### src/rtl/tl_traffic_gen_pkg.sv
// ---------------------------------------------------------------------------
// tl_traffic_gen_pkg
// Shared definitions for the transaction-layer traffic generator/checker:
//   - tg_state_e : top-level run state encoding
//   - tag_of     : extracts the channel tag field from a DUT word
//   - payload_of : extracts the payload field from a DUT word
//   - sat_add    : saturating add used by all result counters
// Field helpers operate on a 32-bit container so one definition serves any
// DATA_W/CH_W combination; callers cast in and out.
// ---------------------------------------------------------------------------
package tl_traffic_gen_pkg;

  typedef enum logic [2:0] {
    S_IDLE  = 3'd0,
    S_INIT  = 3'd1,
    S_SEND  = 3'd2,
    S_DRAIN = 3'd3,
    S_DONE  = 3'd4
  } tg_state_e;

  // Tag lives in the top ch_w bits of a data_w-bit word.
  function automatic logic [31:0] tag_of(input logic [31:0] word,
                                         input int data_w, input int ch_w);
    logic [31:0] mask;
    mask = (32'd1 << ch_w) - 32'd1;
    return (word >> (data_w - ch_w)) & mask;
  endfunction

  function automatic logic [31:0] payload_of(input logic [31:0] word,
                                             input int data_w, input int ch_w);
    logic [31:0] mask;
    mask = (32'd1 << (data_w - ch_w)) - 32'd1;
    return word & mask;
  endfunction

  // Returns min(a + b, maxv) without wrapping.
  function automatic logic [31:0] sat_add(input logic [31:0] a,
                                          input logic [31:0] b,
                                          input logic [31:0] maxv);
    logic [32:0] s;
    s = {1'b0, a} + {1'b0, b};
    return (s > {1'b0, maxv}) ? maxv : s[31:0];
  endfunction

endpackage

### src/rtl/tl_traffic_gen_if.sv
// ---------------------------------------------------------------------------
// tl_traffic_gen_if
// Bundle of the signals between the traffic generator and the transfer block
// under test.
//   master : generator side (drives init/thresholds/push/data/pop)
//   slave  : DUT side (drives almost-full, per-port valid and data)
// out_data packs port i at [i*DATA_W +: DATA_W]; ports are show-ahead FIFOs.
// ---------------------------------------------------------------------------
interface tl_traffic_gen_if #(
  parameter int DATA_W = 12,
  parameter int NUM_CH = 4,
  parameter int TH_W   = 3
);
  logic                     init_out;
  logic [TH_W-1:0]          umbral_bajo_out;
  logic [TH_W-1:0]          umbral_alto_out;
  logic                     push_out;
  logic [DATA_W-1:0]        data_out;
  logic                     fifo_almost_full;
  logic [NUM_CH-1:0]        out_valid;
  logic [NUM_CH*DATA_W-1:0] out_data;
  logic [NUM_CH-1:0]        pop_out;

  modport master (
    output init_out, umbral_bajo_out, umbral_alto_out, push_out, data_out, pop_out,
    input  fifo_almost_full, out_valid, out_data
  );

  modport slave (
    input  init_out, umbral_bajo_out, umbral_alto_out, push_out, data_out, pop_out,
    output fifo_almost_full, out_valid, out_data
  );
endinterface

### src/rtl/tl_traffic_gen_chan_check.sv
// ---------------------------------------------------------------------------
// tl_tg_chan_check
// Per-output-port checker. Pops whenever the port is non-empty and checking
// is enabled, and flags a mismatch if the popped word carries the wrong tag
// or an unexpected payload. The expected payload advances on every pop, even
// a bad one, so a single corrupted word does not cascade into later errors.
//   clk, reset  : clock, async active-low reset
//   clr_i       : clear expected sequence (start of a run)
//   en_i        : checking window open
//   valid_i     : port non-empty
//   data_i      : port head word (show-ahead)
//   pop_o       : pop this port (combinational)
//   mismatch_o  : popped word is wrong (combinational, qualified by pop)
// ---------------------------------------------------------------------------
module tl_tg_chan_check
  import tl_traffic_gen_pkg::*;
#(
  parameter int DATA_W = 12,
  parameter int CH_W   = 2,
  parameter int CH_IDX = 0
) (
  input  logic              clk,
  input  logic              reset,
  input  logic              clr_i,
  input  logic              en_i,
  input  logic              valid_i,
  input  logic [DATA_W-1:0] data_i,
  output logic              pop_o,
  output logic              mismatch_o
);
  localparam int PAY_W = DATA_W - CH_W;

  logic [PAY_W-1:0] exp_q;
  logic             tag_ok;
  logic             pay_ok;

  assign pop_o      = en_i & valid_i;
  assign tag_ok     = (tag_of(32'(data_i), DATA_W, CH_W) == 32'(CH_IDX));
  assign pay_ok     = (PAY_W'(payload_of(32'(data_i), DATA_W, CH_W)) == exp_q);
  assign mismatch_o = pop_o & ~(tag_ok & pay_ok);

  always_ff @(posedge clk or negedge reset) begin
    if (!reset) begin
      exp_q <= '0;
    end else if (clr_i) begin
      exp_q <= '0;
    end else if (pop_o) begin
      exp_q <= exp_q + 1'b1;
    end
  end
endmodule

### src/rtl/tl_traffic_gen.sv
// ---------------------------------------------------------------------------
// tl_traffic_gen
// Traffic generator and checker for the transaction-layer transfer block.
// Programs thresholds with an init pulse, pushes cfg_words tagged words
// round-robin across channels (respecting almost-full), pops all output
// ports in parallel, checks order/payload per channel and reports results.
//   clk, reset          : clock, async active-low reset
//   start               : one-cycle run request (honoured in IDLE/DONE only)
//   cfg_words           : words to send in this run (0 allowed)
//   cfg_umbral_bajo/alto: thresholds handed to the DUT during INIT
//   dut                 : generator side of the DUT bundle
//   busy / done         : run in progress / run finished
//   error               : sticky failure flag for the current run
//   rx_total            : words popped and checked (saturating)
//   err_count           : mismatching words (saturating)
// ---------------------------------------------------------------------------
module tl_traffic_gen
  import tl_traffic_gen_pkg::*;
#(
  parameter int DATA_W  = 12,
  parameter int NUM_CH  = 4,
  parameter int CH_W    = $clog2(NUM_CH),
  parameter int TH_W    = 3,
  parameter int CNT_W   = 8,
  parameter int TIMEOUT = 64
) (
  input  logic             clk,
  input  logic             reset,
  input  logic             start,
  input  logic [CNT_W-1:0] cfg_words,
  input  logic [TH_W-1:0]  cfg_umbral_bajo,
  input  logic [TH_W-1:0]  cfg_umbral_alto,
  tl_traffic_gen_if.master dut,
  output logic             busy,
  output logic             done,
  output logic             error,
  output logic [CNT_W-1:0] rx_total,
  output logic [CNT_W-1:0] err_count
);
  localparam int PAY_W = DATA_W - CH_W;
  localparam int TMR_W = $clog2(TIMEOUT + 1);
  localparam logic [CNT_W-1:0] CNT_MAX = '1;

  tg_state_e         state_q;
  logic              init_ph_q;
  logic              init_q;
  logic              push_q;
  logic [DATA_W-1:0] data_q;
  logic [TH_W-1:0]   ub_q;
  logic [TH_W-1:0]   ua_q;
  logic [CNT_W-1:0]  words_q;
  logic [CNT_W-1:0]  sent_q;
  logic [PAY_W-1:0]  seq_q [NUM_CH];
  logic [TMR_W-1:0]  timer_q;
  logic              error_q;
  logic [CNT_W-1:0]  rx_q;
  logic [CNT_W-1:0]  errc_q;

  logic [CNT_W-1:0]  rx_d;
  logic [CNT_W-1:0]  errc_d;
  logic [CNT_W-1:0]  npop;
  logic [CNT_W-1:0]  nmis;
  logic [NUM_CH-1:0] pop;
  logic [NUM_CH-1:0] mism;
  logic [CH_W-1:0]   ch;
  logic              chk_en;
  logic              clr;

  assign chk_en = (state_q == S_SEND) || (state_q == S_DRAIN);
  // Expected sequences restart while INIT runs; no pops happen there.
  assign clr    = (state_q == S_INIT);
  assign ch     = sent_q[CH_W-1:0];

  for (genvar g = 0; g < NUM_CH; g++) begin : g_chk
    tl_tg_chan_check #(
      .DATA_W (DATA_W),
      .CH_W   (CH_W),
      .CH_IDX (g)
    ) u_chk (
      .clk        (clk),
      .reset      (reset),
      .clr_i      (clr),
      .en_i       (chk_en),
      .valid_i    (dut.out_valid[g]),
      .data_i     (dut.out_data[g*DATA_W +: DATA_W]),
      .pop_o      (pop[g]),
      .mismatch_o (mism[g])
    );
  end

  always_comb begin
    npop = '0;
    nmis = '0;
    for (int i = 0; i < NUM_CH; i++) begin
      npop = npop + CNT_W'(pop[i]);
      nmis = nmis + CNT_W'(mism[i]);
    end
    rx_d   = CNT_W'(sat_add(32'(rx_q), 32'(npop), 32'(CNT_MAX)));
    errc_d = CNT_W'(sat_add(32'(errc_q), 32'(nmis), 32'(CNT_MAX)));
  end

  always_ff @(posedge clk or negedge reset) begin
    if (!reset) begin
      state_q   <= S_IDLE;
      init_ph_q <= 1'b0;
      init_q    <= 1'b0;
      push_q    <= 1'b0;
      data_q    <= '0;
      ub_q      <= '0;
      ua_q      <= '0;
      words_q   <= '0;
      sent_q    <= '0;
      for (int i = 0; i < NUM_CH; i++) seq_q[i] <= '0;
      timer_q   <= '0;
      error_q   <= 1'b0;
      rx_q      <= '0;
      errc_q    <= '0;
    end else begin
      push_q <= 1'b0;
      init_q <= 1'b0;
      if (chk_en) begin
        rx_q   <= rx_d;
        errc_q <= errc_d;
        if (|mism) error_q <= 1'b1;
      end
      case (state_q)
        S_IDLE, S_DONE: begin
          if (start) begin
            state_q   <= S_INIT;
            init_ph_q <= 1'b0;
            init_q    <= 1'b1;
            ub_q      <= cfg_umbral_bajo;
            ua_q      <= cfg_umbral_alto;
            words_q   <= cfg_words;
            sent_q    <= '0;
            for (int i = 0; i < NUM_CH; i++) seq_q[i] <= '0;
            timer_q   <= '0;
            error_q   <= 1'b0;
            rx_q      <= '0;
            errc_q    <= '0;
          end
        end
        S_INIT: begin
          if (!init_ph_q) begin
            init_ph_q <= 1'b1;
          end else begin
            state_q <= (words_q == '0) ? S_DRAIN : S_SEND;
          end
        end
        S_SEND: begin
          // Decision uses this cycle's almost-full; the word appears next cycle.
          if (!dut.fifo_almost_full && (sent_q < words_q)) begin
            push_q     <= 1'b1;
            data_q     <= {ch, seq_q[ch]};
            seq_q[ch]  <= seq_q[ch] + 1'b1;
            sent_q     <= sent_q + 1'b1;
            if ((sent_q + 1'b1) == words_q) state_q <= S_DRAIN;
          end
        end
        S_DRAIN: begin
          // Compare against the count including this cycle's pops.
          if (rx_d >= words_q) begin
            state_q <= S_DONE;
            if (rx_d > words_q) error_q <= 1'b1;
          end else if (|pop) begin
            timer_q <= '0;
          end else if (timer_q == TMR_W'(TIMEOUT - 1)) begin
            error_q <= 1'b1;
            state_q <= S_DONE;
          end else begin
            timer_q <= timer_q + 1'b1;
          end
        end
        default: state_q <= S_IDLE;
      endcase
    end
  end

  assign dut.init_out        = init_q;
  assign dut.umbral_bajo_out = ub_q;
  assign dut.umbral_alto_out = ua_q;
  assign dut.push_out        = push_q;
  assign dut.data_out        = data_q;
  assign dut.pop_out         = pop;

  assign busy      = (state_q == S_INIT) || (state_q == S_SEND) || (state_q == S_DRAIN);
  assign done      = (state_q == S_DONE);
  assign error     = error_q;
  assign rx_total  = rx_q;
  assign err_count = errc_q;
endmodule

### src/flat_wrapper.sv
// flat-port wrapper written by rule: the top's interface ports become plain ports
module tl_traffic_gen_flat import tl_traffic_gen_pkg::*;
#(
  parameter int DATA_W  = 12,
  parameter int NUM_CH  = 4,
  parameter int CH_W    = $clog2(NUM_CH),
  parameter int TH_W    = 3,
  parameter int CNT_W   = 8,
  parameter int TIMEOUT = 64
)
  (clk, reset, start, cfg_words, cfg_umbral_bajo, cfg_umbral_alto, busy, done, error, rx_total, err_count, dut_init_out, dut_umbral_bajo_out, dut_umbral_alto_out, dut_push_out, dut_data_out, dut_pop_out, dut_fifo_almost_full, dut_out_valid, dut_out_data);
  tl_traffic_gen_if #(.DATA_W(DATA_W), .NUM_CH(NUM_CH), .TH_W(TH_W)) dut_i ();
  input  logic clk;
  input  logic reset;
  input  logic start;
  input  logic [CNT_W-1:0] cfg_words;
  input  logic [TH_W-1:0] cfg_umbral_bajo;
  input  logic [TH_W-1:0] cfg_umbral_alto;
  output logic busy;
  output logic done;
  output logic error;
  output logic [CNT_W-1:0] rx_total;
  output logic [CNT_W-1:0] err_count;
  output wire logic [$bits(dut_i.init_out)-1:0] dut_init_out;
  output wire logic [$bits(dut_i.umbral_bajo_out)-1:0] dut_umbral_bajo_out;
  output wire logic [$bits(dut_i.umbral_alto_out)-1:0] dut_umbral_alto_out;
  output wire logic [$bits(dut_i.push_out)-1:0] dut_push_out;
  output wire logic [$bits(dut_i.data_out)-1:0] dut_data_out;
  output wire logic [$bits(dut_i.pop_out)-1:0] dut_pop_out;
  input wire logic [$bits(dut_i.fifo_almost_full)-1:0] dut_fifo_almost_full;
  input wire logic [$bits(dut_i.out_valid)-1:0] dut_out_valid;
  input wire logic [$bits(dut_i.out_data)-1:0] dut_out_data;
  assign dut_init_out = dut_i.init_out;
  assign dut_umbral_bajo_out = dut_i.umbral_bajo_out;
  assign dut_umbral_alto_out = dut_i.umbral_alto_out;
  assign dut_push_out = dut_i.push_out;
  assign dut_data_out = dut_i.data_out;
  assign dut_pop_out = dut_i.pop_out;
  assign dut_i.fifo_almost_full = dut_fifo_almost_full;
  assign dut_i.out_valid = dut_out_valid;
  assign dut_i.out_data = dut_out_data;
  tl_traffic_gen #(.DATA_W(DATA_W), .NUM_CH(NUM_CH), .CH_W(CH_W), .TH_W(TH_W), .CNT_W(CNT_W), .TIMEOUT(TIMEOUT)) u_core (.clk(clk), .reset(reset), .start(start), .cfg_words(cfg_words), .cfg_umbral_bajo(cfg_umbral_bajo), .cfg_umbral_alto(cfg_umbral_alto), .dut(dut_i), .busy(busy), .done(done), .error(error), .rx_total(rx_total), .err_count(err_count));
endmodule
### config.mk
export PLATFORM = sky130hd
export DESIGN_NAME = tl_traffic_gen_flat
export DESIGN_NICKNAME = d
export VERILOG_FILES = /design/src/rtl/tl_traffic_gen_pkg.sv /design/src/rtl/tl_traffic_gen_if.sv /design/src/rtl/tl_traffic_gen_chan_check.sv /design/src/rtl/tl_traffic_gen.sv /design/src/flat_wrapper.sv
export SDC_FILE = /design/constraint.sdc
export NUM_CORES = 1
export LEC_CHECK = 0
export ABC_AREA = 1
export CAP_MARGIN = 15
export CORE_ASPECT_RATIO = 1.25
export CORE_MARGIN = 4
export CORE_UTILIZATION = 30
export CTS_CLUSTER_SIZE = 16
export DETAILED_ROUTE_END_ITERATION = 16
export PLACE_DENSITY = 0.56
export SLEW_MARGIN = 20
export SYNTH_ARGS = -nofsm -noshare
export SYNTH_HDL_FRONTEND = slang
export SYNTH_HIERARCHICAL = 1
export SYNTH_SLANG_ARGS = --single-unit
### constraint.sdc
create_clock -name clk -period 12.6 [get_ports clk]
set_input_delay 1.26 -clock clk [delete_from_list [all_inputs] [get_ports clk]]
set_output_delay 1.26 -clock clk [all_outputs]
set_load 0.01 [all_outputs]
# Word level (Yosys, flattened, before mapping)
# Cells that the tools add are included.
# op_classes
n_lt_le_gt_ge	7
muxes	56
eq_ne	21
n_addsub	15
bitwise	17
n_reduce_logical	25
# ops
operator	n
10-bit 2-to-1 mux	11
40-bit 2-to-1 mux	2
8-bit 2-to-1 mux	10
40-bit case mux with 2 select lines	1
10-bit by 1-bit adder with 10-bit output, second input constant	5
40-bit bitwise mux	1
10-bit equality test	4
8-bit by 1-bit adder with 8-bit output	4
32-bit zero test	1
7-bit 2-to-1 mux	4
3-bit 2-to-1 mux	7
10-bit binary-select mux with 2-bit select	1
10-bit demux with 2-bit select	1
8-bit by 8-bit adder with 9-bit output	2
9-bit by 8-bit > comparator with 1-bit output, second input constant	2
8-bit case mux with 2 select lines	1
7-bit case mux with 2 select lines	1
2-bit nonzero test	7
1-bit 2-to-1 mux	13
1-bit AND	12
3-bit case mux with 4 select lines	1
8-bit by 1-bit adder with 8-bit output, second input constant	1
8-bit equality test	1
8-bit greater-or-equal comparator	1
other kinds (30)	47
# totals
elab_cells	162
out_inout_bits	43
regBits	144

# Depth between registers and ports, before layout
# Gate-level depths: netlist (run 1).
# depth
depth_word	13
mapped_depth	30
mapped_depth_nobuf	29

# Cells and area by module
# The synthesis (run 1) kept the hierarchy.
# modules_own_cells
module	cells_per_inst	area_each_um2	instances
tl_traffic_gen	756	5875.6	1
tl_tg_chan_check at u_core.g_chk[1].u_chk ...	110	705.7	2
tl_tg_chan_check at u_core.g_chk[0].u_chk	108	694.4	1
tl_tg_chan_check at u_core.g_chk[3].u_chk	106	689.4	1

# Worst setup path before layout (run 1)
# Ideal clock, no wire load.
# synth_timing
path_kind	input to register
startpoint	input dut_out_valid[2]
endpoint	register u_core.timer_q[5]
setup_ps	119
setup_slack_ps	7881
t_arrival_ps	4600
n_path_buf	1
cell_stages	27
cell_sequence	nand2_2 > inv_1 > fa_1 > inv_1 > fa_1 > inv_1 > fa_1 > nand2_1 > nor2_1 > nand3_1 > nor2_1 > inv_1 > nor2_1 > inv_1 > nand2_1 > ha_1 > inv_1 > nor2_1 > o21ai_0 > nand2_1 > a21oi_1 > nand4_1 > nand2_1 > buf_6 > nand3_1 > nand2_1 > nor2_1
# synth_via
elab_chain_cells	9
elab_cells_between_ends	14
# synth_lines
item	line_no	rtl
start, declared	flat_wrapper.sv:31	input wire logic [$bits(dut_i.out_valid)-1:0] dut_out_valid;
1-bit AND *	tl_traffic_gen_chan_check.sv:37	assign pop_o = en_i & valid_i;
net dut_pop_out[2]	flat_wrapper.sv:29	output wire logic [$bits(dut_i.pop_out)-1:0] dut_pop_out;
8-bit by 1-bit adder with 8-bit output (2 in a row)	tl_traffic_gen.sv:95	npop = npop + CNT_W'(pop[i]);
8-bit by 8-bit adder with 9-bit output	tl_traffic_gen_pkg.sv:41	s = {1'b0, a} + {1'b0, b};
9-bit by 8-bit > comparator with 1-bit output	tl_traffic_gen_pkg.sv:42	return (s > {1'b0, maxv}) ? maxv : s[31:0];
8-bit 2-to-1 mux	tl_traffic_gen_pkg.sv:42	
8-bit greater-or-equal comparator	tl_traffic_gen.sv:162	if (rx_d >= words_q) begin
2-bit inequality test (no source line)	-	
4-bit AND reduction (no source line)	-	
end signal, assigned	tl_traffic_gen.sv:171	timer_q <= timer_q + 1'b1;
end, declared	tl_traffic_gen.sv:54	logic [TMR_W-1:0] timer_q;
# The timed path passes the listed nets; every way through them passes the cells marked *. The select of a mux whose other input is x is not followed.
# A chain may end at the register's enable or synchronous reset.

# Worst setup path in the final report (run 1)
# layout_timing
startpoint	input dut_out_valid[2]
endpoint	register u_core.timer_q[5]
# layout_via
elab_chain_cells	9
elab_cells_between_ends	14
# layout_lines
item	line_no
1-bit AND *	tl_traffic_gen_chan_check.sv:37
8-bit by 1-bit adder with 8-bit output (2 in a row)	tl_traffic_gen.sv:95
8-bit by 8-bit adder with 9-bit output	tl_traffic_gen_pkg.sv:41
9-bit by 8-bit > comparator with 1-bit output	tl_traffic_gen_pkg.sv:42
8-bit 2-to-1 mux	tl_traffic_gen_pkg.sv:42
8-bit greater-or-equal comparator	tl_traffic_gen.sv:162
2-bit inequality test (no source line)	-
4-bit AND reduction (no source line)	-
# Mark *: on every way between the ends. The rest lies on a longest branch, timed or not. The select of a mux whose other input is x is not followed.

==> impl_metrics.yaml, run 1 <==
detailed_routing:
  wl_per_cell_um: 13.99
  drt-initial-drc-count: 444
  viasPerCell: 4.624
  dr_total_vias: 7746
  ant_nets: 0
  dr.pass1.iters: 7
  drcViolationCount: 0
  drt_wl_total_mm: 23.43
clock_network:
  clkTransAtPathRegs_ns: 0.06
  clock_sinks: 144
  clk_latency_ns: 0.42
  clk_path_buf_depth: 2
  cts_tree: "yes"
  cts_buffers: 17
  cts_resized: 0
  cts_hold_buf: 0
  ctsHtreeMaxLevel: 4
  cts-root-buf: "clkbuf_16"
  cts_setup_buffers: 0
power:
  power_density_nw_per_um2: 212.1
  p_leak_nw: 5.313
  irDropWorstVdd_mv: 0.1114
synthesis:
  synth_top_flop_cell: "dfrtp_1"
  yosysWarnings: 6
  synth-xor-area-share: 0.01905
  synthAdderAreaFrac: 0.05426
  synth_most_common_cell: "nand2_1"
  netlist_instances: 1190
  synth_simple_gate_area_share: 0.3221
  syn_area_um2: 8671
  synth_top_area_cell: "dfrtp_1"
  ys_top_cells_by_count: "nand2_1, inv_1, dfrtp_1"
  ys_types: 44
  async_flop_share: 1.000
  post_synth.cell_area_avg_um2: 7.286
  synth_top_family_by_area: "simple AND/OR/NAND/NOR gates"
  ys_seq_area_frac: 0.4156
  ys_seq_elements: 144
  synth_top_cell_area_share: 0.4156
  synth_nets: 1294
  synth_edf_count: 0
  synthTopCellsByArea: "dfrtp_1, nand2_1, inv_1"
  synth_compound_area_frac: 0.1032
  yosys-mux-area-fraction: 0
floorplanning:
  die_height_um: 198.1
  rows: 69
  core-area_um2: 28490
  dieArea_um2: 31700
  floorplan.initialDensity: 0.3043
  die_w_um: 160.1
  ios: 113
sta:
  slew_headroom: 0.2806
  drv_slew: 0
  max_freq_mhz: 183.8
  period_minus_slack_ns: 5.441
  rsz0062_at_grt: "no"
  hold_violations: 0
  fin_tns_setup_ns: 0
  fin_worst_skew_ns: 0.007854
  whs_ns: 0.4696
  finalSetupViolations: 0
  tightest_slew_ns: 1.072
  post-route-period-util: 0.4318
layout:
  seq_area_um2: 3603
  drive_gt1_frac: 0.08030
  postLayoutCellArea_um2: 10740
  antenna-diode-count: 0
  nets: 1411
  fillCellCount: 3003
  syn_to_final_growth_pct: 23.84
  multi_input_area_um2: 4323
  finish.utilization: 0.3769
worst_setup_path:
  end_kind: "register"
  crit_arrival_ns: 5.75
  required_ns: 12.91
  cp-start-kind: "input port"
  critical_path_class: "in -> reg"
  path_max_fanout: 13
global_route:
  grt_overflow: 0
  grt_pass1_vias: 7813
  grt_pass1_wl_mm: 39.27
  gr-usage-all-layers: 0.1516
  grt_max_degree: 85
  antenna_found_initial: 0
outcome:
  status: "complete, no violations"
place:
  place_congestion: 0.8331
  hpwl_mm: 17.01
  place_area_um2: 10160
  portBuffers: 112
flow_run:
  maxCapViolCount: 0
worst_hold_path:
  hp-class: "reg -> reg"
## registers in the layout, summed over array words and instances, names as in the netlist, 7 cells and up
signal,count
u_core/dut.data_out,12
u_core/err_count,8
u_core/g_chk.u_chk/exp_q,40
u_core/rx_total,8
u_core/sent_q,8
u_core/seq_q,40
u_core/timer_q,7
u_core/words_q,8
## critical path: stages
cell             delay (ns)
clkdlybuf4s50_1        0.42
nand2_2                0.13
inv_1                  0.16
fa_1                   0.52
inv_1                  0.05
fa_1                   0.35
inv_1                  0.09
fa_1                   0.19
nand2_1                0.07
nor2_1                 0.15
nand3_1                0.12
nor2_1                 0.13
inv_1                  0.06
nor2_1                 0.16
inv_1                  0.12
nand2_1                0.10
ha_1                   0.24
inv_1                  0.06
nor2_1                 0.04
o21ai_0                0.13
nand2_1                0.07
a21oi_1                0.17
nand4_1                0.22
nand2_1                0.37
o21ai_1                0.21
nand2_1                0.11
nor2_1                 0.04
## worst paths after layout
kind | startpoint | end | slack, ns | depth (start not counted)
max | dut_out_valid[2] | u_core/timer_q[5]$_DFFE_PN0P_ | 7.16 | 27
min | u_core/dut.umbral_alto_out[1]$_DFFE_PN0P_ | u_core/dut.umbral_alto_out[1]$_DFFE_PN0P_ | 0.47 | 2
max reg2reg | u_core/state_q[1]$_DFFE_PN0P_ | u_core/timer_q[5]$_DFFE_PN0P_ | 7.66 | 29
min reg2reg | u_core/dut.umbral_alto_out[1]$_DFFE_PN0P_ | u_core/dut.umbral_alto_out[1]$_DFFE_PN0P_ | 0.47 | 2
max in group asynchronous | reset | u_core/error$_DFF_PN0_ | 10.35 | 2
min in group asynchronous | reset | u_core/g_chk[2].u_chk/exp_q[7]$_DFFE_PN0P_ | 0.89 | 1
## metrics by stage
| stage | power, mW | instances | setup slack, ns |
|---|---|---|---|
| floorplan | 1.405 | 1190 | 7.881 |
| global placement | 1.781 | 1643 | 6.776 |
| detailed placement | 1.796 | 1643 | 6.671 |
| CTS | 2.308 | 1675 | 7.140 |
| global route | 2.491 | 1675 | 6.648 |
| finish | 2.278 | 1675 | 7.159 |
## per-layer routing
layer / vias to the layer above / global-route usage / share of wire
li1: 3974 / - / -
met1: 3618 / 0.1834 / 0.45
met2: 130 / 0.2759 / 0.51
met3: 24 / 0.02727 / 0.032
met4: 0 / 0.04431 / 0.016
met5: - / 0 / 0
## cells in the final DEF (no fill, tap or decap), drive strengths merged, types with 9 or more instances in the layout
cell type      instances
nor2                 112
nand2                439
clkdlybuf4s50        111
clkbuf                22
nand3                 60
xnor2                 11
ha                    28
dfrtp                144
nor3                   9
o21ai                 69
inv                  173
nand4                 18
a21oi                 61
## cells by family after synthesis
group	Yosys count
AND/OR/NAND/NOR	646
buffers and inverters	189
AO/OA/AOI/OAI	159
flip-flops	144
adder cells (fa/ha/maj)	34
XOR/XNOR	18
## layout make-up
cell class,instances,share of cell area
multi-input cells,857,0.4026
flip-flops and latches,144,0.3356
repair buffers,115,0.1066
inverters,172,0.06013
clock buffers,22,0.04416
well taps,355,0.04137
clock inverters,10,0.009555
## power breakdown
part | total [mW] | internal (mW) | switching, mW
Clock | 0.497 | 0.290 | 0.207
Combinational | 1.09 | 0.403 | 0.688
Sequential | 0.690 | 0.578 | 0.112
Total | 2.28 | 1.27 | 1.01
No activity file was read; power rests on OpenSTA's default activity.
==> inputs of run 2 (changes only) <==
clock period = 5.5 ns   (was 12.6 ns; I/O delays follow)
==> run 2 against run 1 <==
- sequential cell count unchanged
- clock power rose to 2.7 times the previous value
- power up 140%
- combinational power grew 130%
- via count grew 1.6%
- cell count increased by 0.12%
- final area rose by 1.1%
- non-clock buffer count up 2
- utilization up 0.40 points
- clock skew up 0.0026 ns
- routed wire length grew 2.2%
- sequential power up 130%
==> impl_metrics.yaml, run 2 (same netlist as run 1, synthesis figures left out) <==
sta:
  finalSetupViolations: 0
  whs_ns: 0.1868
  period_minus_slack_ns: 4.893
  hold_violations: 0
  tightest_slew_ns: 1.116
  max_freq_mhz: 204.4
  fin_worst_skew_ns: 0.01045
  drv_slew: 0
  rsz0062_at_grt: "no"
  slew_headroom: 0.2508
  fin_tns_setup_ns: 0
  post-route-period-util: 0.8897
worst_setup_path:
  required_ns: 5.81
  path_max_fanout: 13
  timing.rr.start: "u_core/state_q[2]$_DFFE_PN0P_"
  cp-start-kind: "register"
  critical_path_class: "reg -> reg"
  cp_top_family: "simple AND/OR/NAND/NOR gates"
  end_kind: "register"
  crit_arrival_ns: 5.21
  startpoint: "u_core/state_q[2]$_DFFE_PN0P_"
  crit_buf_inv: 6
  slowest_stage: "nor2_2"
  max_stage_delay_ns: 0.47
floorplanning:
  floorplan.initialDensity: 0.3043
  core-area_um2: 28490
  die_height_um: 198.1
  ios: 113
  dieArea_um2: 31700
  die_w_um: 160.1
  rows: 69
global_route:
  grt_max_degree: 85
  grt_pass1_vias: 7954
  grt_pass1_wl_mm: 39.74
  grt_overflow: 0
  antenna_found_initial: 0
  gr-usage-all-layers: 0.1539
layout:
  drive_gt1_frac: 0.08321
  nets: 1413
  final_cell_mix: "nand2_1, inv_1, dfrtp_1"
  final_common_cell: "nand2_1"
  instances_no_fill: 1677
  antenna-diode-count: 0
  syn_to_final_growth_pct: 25.15
  fillCellCount: 2961
clock_network:
  clk_latency_ns: 0.43
  cts-root-buf: "clkbuf_16"
  cts_hold_buf: 0
  ctsHtreeMaxLevel: 4
  cts_buffers: 17
  clock_sinks: 144
  clk_path_buf_depth: 2
  cts_tree: "yes"
  clkTransAtPathRegs_ns: 0.06
  cts_setup_buffers: 0
  cts_resized: 0
place:
  post-place-cells: 1645
  hpwl_mm: 17.43
  portBuffers: 112
  place_congestion: 0.8150
power:
  irDropWorstVdd_mv: 0.2054
  swShare: 0.4327
  power.switching_mw: 2.361
  clockPowerShare: 0.245
  p_leak_nw: 5.383
  power_frac_comb: 0.464
  intPower_mw: 3.095
  power_frac_seq: 0.291
  power_density_nw_per_um2: 502.8
detailed_routing:
  viasPerCell: 4.692
  wl_per_cell_um: 14.28
  dr.pass1.iters: 5
  drt_wl_total_mm: 23.95
  drt-initial-drc-count: 502
  drcViolationCount: 0
  dr_total_vias: 7869
  ant_nets: 0
outcome:
  status: "complete, no violations"
worst_hold_path:
  hp-class: "in -> async"
flow_run:
  maxCapViolCount: 0
run 2: changes by cell type in the layout (fill, tap and decap cells not counted), moves of 2 or more:
cell / previous run / this run
clkbuf_1: 2 / 0
buf_4: 3 / 5
clkinv_4: 1 / 3
bufinv_16: 1 / 5
inv_6: 2 / 4
clkinvlp_4: 4 / 0
run 2: worst reg2reg max path, stage by stage (launching register included):
cell     delay (ns)
dfrtp_1        0.44
nor2_2         0.47
nand2_2        0.19
inv_2          0.19
fa_1           0.45
inv_1          0.09
fa_1           0.16
inv_1          0.06
fa_1           0.38
nand2_1        0.10
nor2_1         0.07
nand3_1        0.09
nor2_1         0.06
inv_1          0.06
nor2_1         0.05
inv_1          0.13
nand2_1        0.10
ha_1           0.30
inv_1          0.06
nor2_1         0.03
o21ai_0        0.13
nand2_1        0.06
a21oi_1        0.19
nand4_1        0.21
nand2_1        0.35
o21ai_1        0.20
nand2_1        0.11
nor2_1         0.04
run 2: final timing paths:
check / depth (start not counted) / slack (ns) / end
min reg2reg: 2 / 0.48 / u_core/dut.umbral_alto_out[1]$_DFFE_PN0P_
max in group asynchronous: 2 / 3.94 / u_core/timer_q[4]$_DFFE_PN0P_
min in group clk: 2 / 0.48 / u_core/dut.umbral_alto_out[1]$_DFFE_PN0P_
min: 1 / 0.19 / u_core/g_chk[2].u_chk/exp_q[8]$_DFFE_PN0P_
max reg2reg: 27 / 0.61 / u_core/timer_q[2]$_DFFE_PN0P_
max: 27 / 0.61 / u_core/timer_q[2]$_DFFE_PN0P_
run 2: power groups by stage:
| stage | clock, mW | sequential, mW | combinational, mW |
|---|---|---|---|
| after floorplan | 0 | 1.59 | 1.63 |
| after global placement | 0 | 1.60 | 2.51 |
| after detailed placement | 0 | 1.60 | 2.54 |
| after CTS | 1.38 | 1.59 | 2.56 |
| after global routing | 1.43 | 1.63 | 2.86 |
| final | 1.34 | 1.59 | 2.53 |
run 2: per-layer routing:
metal | GRT usage | wire [um] | vias up | share of wire
met1 | 0.1807 | 10270 | 3692 | 0.43
met2 | 0.2828 | 12200 | 158 | 0.51
met5 | 0 | 0 | - | 0
met4 | 0.05037 | 517 | 0 | 0.022
li1 | - | - | 3990 | -
met3 | 0.02936 | 949 | 29 | 0.040
run 2: area by class of cell:
type,instances,area [um2],area share
inverter,172,645.6,0.05949
multi-input combinational,857,4323,0.3984
timing repair buffer,117,1160,0.1069
clock inverter,13,222.7,0.02052
sequential,144,3603,0.3321
clock buffer,19,452.9,0.04174
tap,355,444.2,0.04093
run 2: metrics by stage:
stage | area (um2) | setup slack [ns] | total power, mW | utilization
after floorplan | 8671 | 1.104 | 3.220 | -
after global placement | 10180 | 0.5482 | 4.109 | 0.3572
after detailed placement | 10180 | 0.3908 | 4.145 | 0.3572
after CTS | 10850 | 0.6018 | 5.521 | 0.3809
after global routing | 10850 | 0.1876 | 5.918 | 0.3809
final | 10850 | 0.6069 | 5.456 | 0.3809
